==> src/rtl/regs_bank.sv <==
// Register bank behind the AXI-Lite register bridge: ID, scratch, control, cycle counter, stream FIFO.
// Read/write status registered one cycle after the strobe; stream stalls (in_tready=0) only when the FIFO is full.
module regs_bank #(
  parameter int                    ADDR_WIDTH = 32,
  parameter int                    DATA_WIDTH = 32,
  parameter logic [DATA_WIDTH-1:0] ID_VALUE   = 32'hDEC0_0001,
  parameter int                    FIFO_DEPTH = 8
) (
  input  logic                    clk,
  input  logic                    rst_n,
  input  logic [ADDR_WIDTH-1:0]   reg_rd_addr,
  input  logic                    reg_rd_en,
  output logic [DATA_WIDTH-1:0]   reg_rd_data,
  output logic                    reg_rd_okay,
  input  logic [ADDR_WIDTH-1:0]   reg_wr_addr,
  input  logic [DATA_WIDTH-1:0]   reg_wr_data,
  input  logic [DATA_WIDTH/8-1:0] reg_wr_strb,
  input  logic                    reg_wr_en,
  output logic                    reg_wr_okay,
  input  logic [DATA_WIDTH-1:0]   in_tdata,
  input  logic                    in_tvalid,
  output logic                    in_tready
);

  localparam int STRB_W = DATA_WIDTH / 8;
  localparam int IDX_W  = $clog2(FIFO_DEPTH);
  localparam int PTR_W  = IDX_W + 1;

  localparam logic [ADDR_WIDTH-1:0] A_ID      = 'h00;
  localparam logic [ADDR_WIDTH-1:0] A_SCRATCH = 'h04;
  localparam logic [ADDR_WIDTH-1:0] A_CTRL    = 'h08;
  localparam logic [ADDR_WIDTH-1:0] A_CNT     = 'h0C;
  localparam logic [ADDR_WIDTH-1:0] A_STATUS  = 'h10;
  localparam logic [ADDR_WIDTH-1:0] A_FDATA   = 'h14;
  localparam logic [ADDR_WIDTH-1:0] A_FLEVEL  = 'h18;

  logic [DATA_WIDTH-1:0] scratch;
  logic                  cnt_en;
  logic [DATA_WIDTH-1:0] cnt;
  logic                  ovf;

  logic [DATA_WIDTH-1:0] mem [FIFO_DEPTH];
  logic [PTR_W-1:0]      wr_ptr;
  logic [PTR_W-1:0]      rd_ptr;
  logic [PTR_W-1:0]      level;
  logic                  fifo_empty;
  logic                  fifo_full;
  logic                  push;
  logic                  pop;

  logic [DATA_WIDTH-1:0] rd_data_nxt;
  logic                  rd_okay_nxt;

  logic                  wr_scratch;
  logic                  wr_ctrl;
  logic                  wr_status;
  logic                  wr_hit;
  logic                  cnt_clr;
  logic                  ovf_set;
  logic                  ovf_w1c;

  // Full when the pointers index the same slot but differ in the wrap bit.
  assign level      = wr_ptr - rd_ptr;
  assign fifo_empty = (wr_ptr == rd_ptr);
  assign fifo_full  = (wr_ptr[IDX_W] != rd_ptr[IDX_W]) &&
                      (wr_ptr[IDX_W-1:0] == rd_ptr[IDX_W-1:0]);
  assign in_tready  = !fifo_full;
  assign push       = in_tvalid && in_tready;

  always_comb begin
    rd_data_nxt = '0;
    rd_okay_nxt = 1'b0;
    pop         = 1'b0;
    case (reg_rd_addr)
      A_ID: begin
        rd_data_nxt = ID_VALUE;
        rd_okay_nxt = 1'b1;
      end
      A_SCRATCH: begin
        rd_data_nxt = scratch;
        rd_okay_nxt = 1'b1;
      end
      A_CTRL: begin
        rd_data_nxt = {{(DATA_WIDTH-1){1'b0}}, cnt_en};
        rd_okay_nxt = 1'b1;
      end
      A_CNT: begin
        rd_data_nxt = cnt;
        rd_okay_nxt = 1'b1;
      end
      A_STATUS: begin
        rd_data_nxt = {{(DATA_WIDTH-1){1'b0}}, ovf};
        rd_okay_nxt = 1'b1;
      end
      A_FDATA: begin
        if (!fifo_empty) begin
          rd_data_nxt = mem[rd_ptr[IDX_W-1:0]];
          rd_okay_nxt = 1'b1;
          pop         = reg_rd_en;
        end
      end
      A_FLEVEL: begin
        rd_data_nxt = DATA_WIDTH'(level);
        rd_okay_nxt = 1'b1;
      end
      default: begin
        rd_data_nxt = '0;
        rd_okay_nxt = 1'b0;
      end
    endcase
  end

  assign wr_scratch = reg_wr_en && (reg_wr_addr == A_SCRATCH);
  assign wr_ctrl    = reg_wr_en && (reg_wr_addr == A_CTRL);
  assign wr_status  = reg_wr_en && (reg_wr_addr == A_STATUS);
  assign wr_hit     = (reg_wr_addr == A_SCRATCH) || (reg_wr_addr == A_CTRL) ||
                      (reg_wr_addr == A_STATUS);

  // CTRL[1] is a pulse: it clears the counter at this edge and is never stored.
  assign cnt_clr = wr_ctrl && reg_wr_strb[0] && reg_wr_data[1];
  assign ovf_set = !cnt_clr && cnt_en && (&cnt);
  assign ovf_w1c = wr_status && reg_wr_strb[0] && reg_wr_data[0];

  always_ff @(posedge clk or negedge rst_n) begin
    if (!rst_n) begin
      reg_rd_data <= '0;
      reg_rd_okay <= 1'b0;
      reg_wr_okay <= 1'b0;
    end else begin
      if (reg_rd_en) begin
        reg_rd_data <= rd_data_nxt;
        reg_rd_okay <= rd_okay_nxt;
      end
      if (reg_wr_en) begin
        reg_wr_okay <= wr_hit;
      end
    end
  end

  always_ff @(posedge clk or negedge rst_n) begin
    if (!rst_n) begin
      scratch <= '0;
    end else if (wr_scratch) begin
      for (int i = 0; i < STRB_W; i++) begin
        if (reg_wr_strb[i]) begin
          scratch[8*i +: 8] <= reg_wr_data[8*i +: 8];
        end
      end
    end
  end

  // Counter update uses the enable held before any same-cycle CTRL write.
  always_ff @(posedge clk or negedge rst_n) begin
    if (!rst_n) begin
      cnt_en <= 1'b0;
      cnt    <= '0;
      ovf    <= 1'b0;
    end else begin
      if (wr_ctrl && reg_wr_strb[0]) begin
        cnt_en <= reg_wr_data[0];
      end
      if (cnt_clr) begin
        cnt <= '0;
      end else if (cnt_en) begin
        cnt <= cnt + 1'b1;
      end
      if (ovf_set) begin
        ovf <= 1'b1;
      end else if (ovf_w1c) begin
        ovf <= 1'b0;
      end
    end
  end

  always_ff @(posedge clk or negedge rst_n) begin
    if (!rst_n) begin
      wr_ptr <= '0;
      rd_ptr <= '0;
    end else begin
      if (push) begin
        wr_ptr <= wr_ptr + 1'b1;
      end
      if (pop) begin
        rd_ptr <= rd_ptr + 1'b1;
      end
    end
  end

  always_ff @(posedge clk) begin
    if (push) begin
      mem[wr_ptr[IDX_W-1:0]] <= in_tdata;
    end
  end

endmodule
==> config.mk <==
export PLATFORM = sky130hd
export DESIGN_NAME = regs_bank
export DESIGN_NICKNAME = d
export VERILOG_FILES = /design/src/rtl/regs_bank.sv
export SDC_FILE = /design/constraint.sdc
export NUM_CORES = 1
export LEC_CHECK = 0
export CAP_MARGIN = 20
export CORE_ASPECT_RATIO = 0.5
export CORE_UTILIZATION = 43
export DETAILED_ROUTE_END_ITERATION = 6
export PLACE_DENSITY = 0.64
export RECOVER_POWER = 25
export REMOVE_ABC_BUFFERS = 1
export SYNTH_ARGS = -nofsm -noshare
export SYNTH_HDL_FRONTEND = slang
export SYNTH_SLANG_ARGS = --single-unit
==> constraint.sdc <==
create_clock -name clk -period 10.2 [get_ports clk]
set_input_delay 1.53 -clock clk [delete_from_list [all_inputs] [get_ports clk]]
set_output_delay 1.53 -clock clk [all_outputs]
set_load 0.05 [all_outputs]
==> impl_metrics.csv <==
group,metric,value,unit
pwr,report.power.total,0.00354,W
outcome,status,"finished, violations left",
final_layout,nFillCells,2808,
drt,dr_total_vias,8985,
die,rows,48,
final_layout,final_area,18600,um2
final_layout,antenna_cells,0,
clocking,cts-root-buf,"clkbuf_16",
critical_path,crit_path_top_delay_cell,"clkdlybuf4s50_1",
global_route,overflow,0,
sta,max_freq,0.213,GHz
sta,slew_violations,45,
critical_path,crit_cells,6,
die,die_w,268,um
sta,min_period,4.70,ns
sta,worstMarginPinSlew,2.41,ns
final_layout,fin_cells,1617,
clocking,post-cts-setup-buffers,0,
critical_path,endpoint,"in_tready",
yosys,yosys.area.top_type,"edfxtp_1",
placement,io_buffer_count,171,
yosys,ys_ff_latch,364,
yosys,synth-simple-area-share,0.0764,
yosys,avgSynthCellArea,16.1,um2
yosys,synth_edf_count,256,
yosys,yosysSeqAreaShare,0.685,
yosys,synth.distinct_cells,59,
clocking,clk_pin_slew,0.07,ns
clocking,h-tree-depth,2,
pwr,ir_drop,0.107,mV
outcome,failed_checks,"design-rule violations, max-capacitance violations, max-slew violations",
yosys,synthCells,943,
yosys,synthXorXnorAreaFrac,0.0224,
global_route,grt_pass1_vias,9267,
global_route,grt_max_degree,68,
die,core_area,34600,um2
drt,wl_per_cell,22.1,um
final_layout,drive_above_1_share,0.173,
final_layout,final_common_cell,"edfxtp_1",
yosys,synth_compound_area_frac,0.0619,
critical_path,critPathKind,"reg2out",
flow_run,maxCapViolCount,1,
yosys,synth.area.top_cells,"edfxtp_1 51%, dfrtp_1 18%, mux4_2 9.5%, mux2_2 2.6%, nand2_1 1.7%",
yosys,synth_top_family_by_area,"multiplexers",
pwr,power_density,191,nW/um2
critical_path,path_buf_inv,3,
drt,first_iter_violations,605,
placement,placed_area,17400,um2
critical_path,ff2ff_setup_slack,6.67,ns
yosys,synth.area.mux_share,0.130,
drt,wl,35.8,mm
yosys,yosys_warnings,0,
global_route,grt_pass1_wl,54.6,mm
critical_path,rr_startpoint,"rd_ptr[2]$_DFFE_PN0P_",
critical_path,path_cells,"inv_1 > buf_4 > ha_1 > nand3_1 > or2b_1 > clkdlybuf4s50_1",
placement,globalplace.congestion,0.866,
placement,post-dp-hpwl,22.8,mm
sta,finalClockSkew,0.0173,ns
sta,tns,0,ns
sta,finalCritPeriodShare,0.461,
clocking,numCtsBuffers,34,
clocking,clock-sinks,364,
clocking,cts_tree,"done",
die,die_h,135,um
critical_path,endpoint_kind,"primary output",
drt,first_pass_iters,7,
worst_hold_path,hold_class,"reg2reg",
critical_path,cp-start-kind,"flop",
critical_path,slowest_delay,0.80,ns
critical_path,worstPathRequired,8.67,ns
yosys,synthAdderAreaFrac,0.00627,
sta,slew-limit-headroom,-0.606,
critical_path,critPathLaunch,"rd_ptr[2]$_DFFE_PN0P_",
critical_path,crit_family,"buffers and inverters",
global_route,track_usage,0.203,
critical_path,reg2reg_to,"mem[7][11]$_DFFE_PP_",
sta,setup_viol,0,
yosys,syn_area,15200,um2
critical_path,worstPathArrival,3.17,ns
final_layout,area_growth,22.6,%
pwr,p_leak,6.42,nW
final_layout,final_cell_mix,"256 x edfxtp_1, 150 x clkdlybuf4s50_1, 106 x dfrtp_1",
clocking,cts_resized,0,
drt,ant_nets,0,
clocking,clockBufferDepth,3,
critical_path,crit_fanout,17,
clocking,clk_latency,0.52,ns
yosys,synthArstFlopShare,0.297,
placement,placed_cells,1556,
global_route,antenna_found_initial,0,
die,pin_count,172,
sta,grt_setup_unrepaired,"false",
yosys,synth_ff_type,"edfxtp_1",
yosys,netlist.area_leader.share,0.507,
die,start_util,0.438,
drt,drcViolationCount,1,
sta,hold_viol_final,0,
die,dieArea,36100,um2
final_layout,finalNetCount,1261,
critical_path,r2r_cells,8,
drt,via_per_inst,5.56,
clocking,postCtsHoldBufs,0,
-- cell type report --
type / count / area [um2] / share of cell area
tap: 475 / 594 / 0.0320
sequential: 364 / 10400 / 0.559
clock buffer: 44 / 960 / 0.0516
multi-input combinational: 519 / 4540 / 0.244
clock inverter: 17 / 238 / 0.0128
timing repair buffer: 187 / 1820 / 0.0979
inverter: 11 / 41.3 / 0.00222
-- cells in the mapped netlist, drive strengths merged (2+ instances only) --
| library cell | n |
|---|---|
| inv | 11 |
| nor3b | 2 |
| a31oi | 3 |
| o31ai | 8 |
| o22a | 20 |
| nand2 | 68 |
| nor3 | 9 |
| xnor2 | 14 |
| o21ai | 26 |
| and2 | 3 |
| nand2b | 4 |
| and4 | 5 |
| nand3 | 20 |
| nand4 | 18 |
| and3 | 8 |
| clkbuf | 22 |
| mux2i | 13 |
| xor2 | 24 |
| edfxtp | 256 |
| or3 | 4 |
| a22oi | 29 |
| mux4 | 64 |
| mux2 | 35 |
| a21oi | 36 |
| buf | 27 |
| ha | 6 |
| nor4 | 17 |
| a22o | 3 |
| dfrtp | 108 |
| nor2 | 58 |
| o2111ai | 3 |
| nor2b | 3 |
-- how the worst min path moves through the flow --
stage,startpoint,to,cells after the start
after floorplan,ovf$_DFFE_PN0P_,ovf$_DFFE_PN0P_,1
after global placement,reg_wr_okay$_DFFE_PN0P_,reg_wr_okay$_DFFE_PN0P_,2
after detailed placement,reg_wr_okay$_DFFE_PN0P_,reg_wr_okay$_DFFE_PN0P_,2
after CTS,reg_wr_okay$_DFFE_PN0P_,reg_wr_okay$_DFFE_PN0P_,2
after global routing,reg_wr_okay$_DFFE_PN0P_,reg_wr_okay$_DFFE_PN0P_,2
final,reg_wr_okay$_DFFE_PN0P_,reg_wr_okay$_DFFE_PN0P_,2
-- power breakdown --
| part | leakage (nW) | switching, W | internal (W) |
|---|---|---|---|
| Sequential | 3.62 | 0.0000483 | 0.00176 |
| Combinational | 2.22 | 0.000238 | 0.000137 |
| Clock | 0.583 | 0.000540 | 0.000817 |
| Total | 6.42 | 0.000827 | 0.00272 |
-- metal layers --
layer	share of wire	vias to the layer above	routed length (um)	global-route usage
li1	-	4023	-	-
met1	0.44	4635	15900	0.286
met2	0.47	272	16700	0.325
met3	0.066	55	2370	0.0383
met4	0.023	0	837	0.0568
met5	0	-	0	0
-- registers in the layout (all words and copies together), names as in the netlist --
signal	flops
reg_wr_okay	1
reg_rd_data	32
rd_ptr	4
ovf	1
cnt	32
mem	256
cnt_en	1
scratch	32
reg_rd_okay	1
wr_ptr	4
-- worst min-delay path: cells and delay by family, from the launching register on --
kind | cells | cell delay (ns)
compound gates | 1 | 0.06
flops | 1 | 0.34
simple gates | 1 | 0.05
-- cells by family after synthesis --
logic type,Yosys count
buffers and inverters,60
muxes,112
xor gates and xnor gates,38
and+or+nand+nor,226
AOI/OAI and AO/OA,136
DFF,364
adders and majority gates,7
-- stage by stage --
| stage | worst slack [ns] | hold WS (ns) | utilization |
|---|---|---|---|
| final | 5.50 | 0.488 | 0.537 |
| after global routing | 5.38 | 0.503 | 0.537 |
| after CTS | 5.50 | 0.492 | 0.537 |
| after detailed placement | 6.06 | 0.482 | 0.503 |
| after global placement | 6.12 | 0.484 | 0.503 |
| after floorplan | 3.44 | 0.457 | - |
Power figures use the tool's default switching activity.
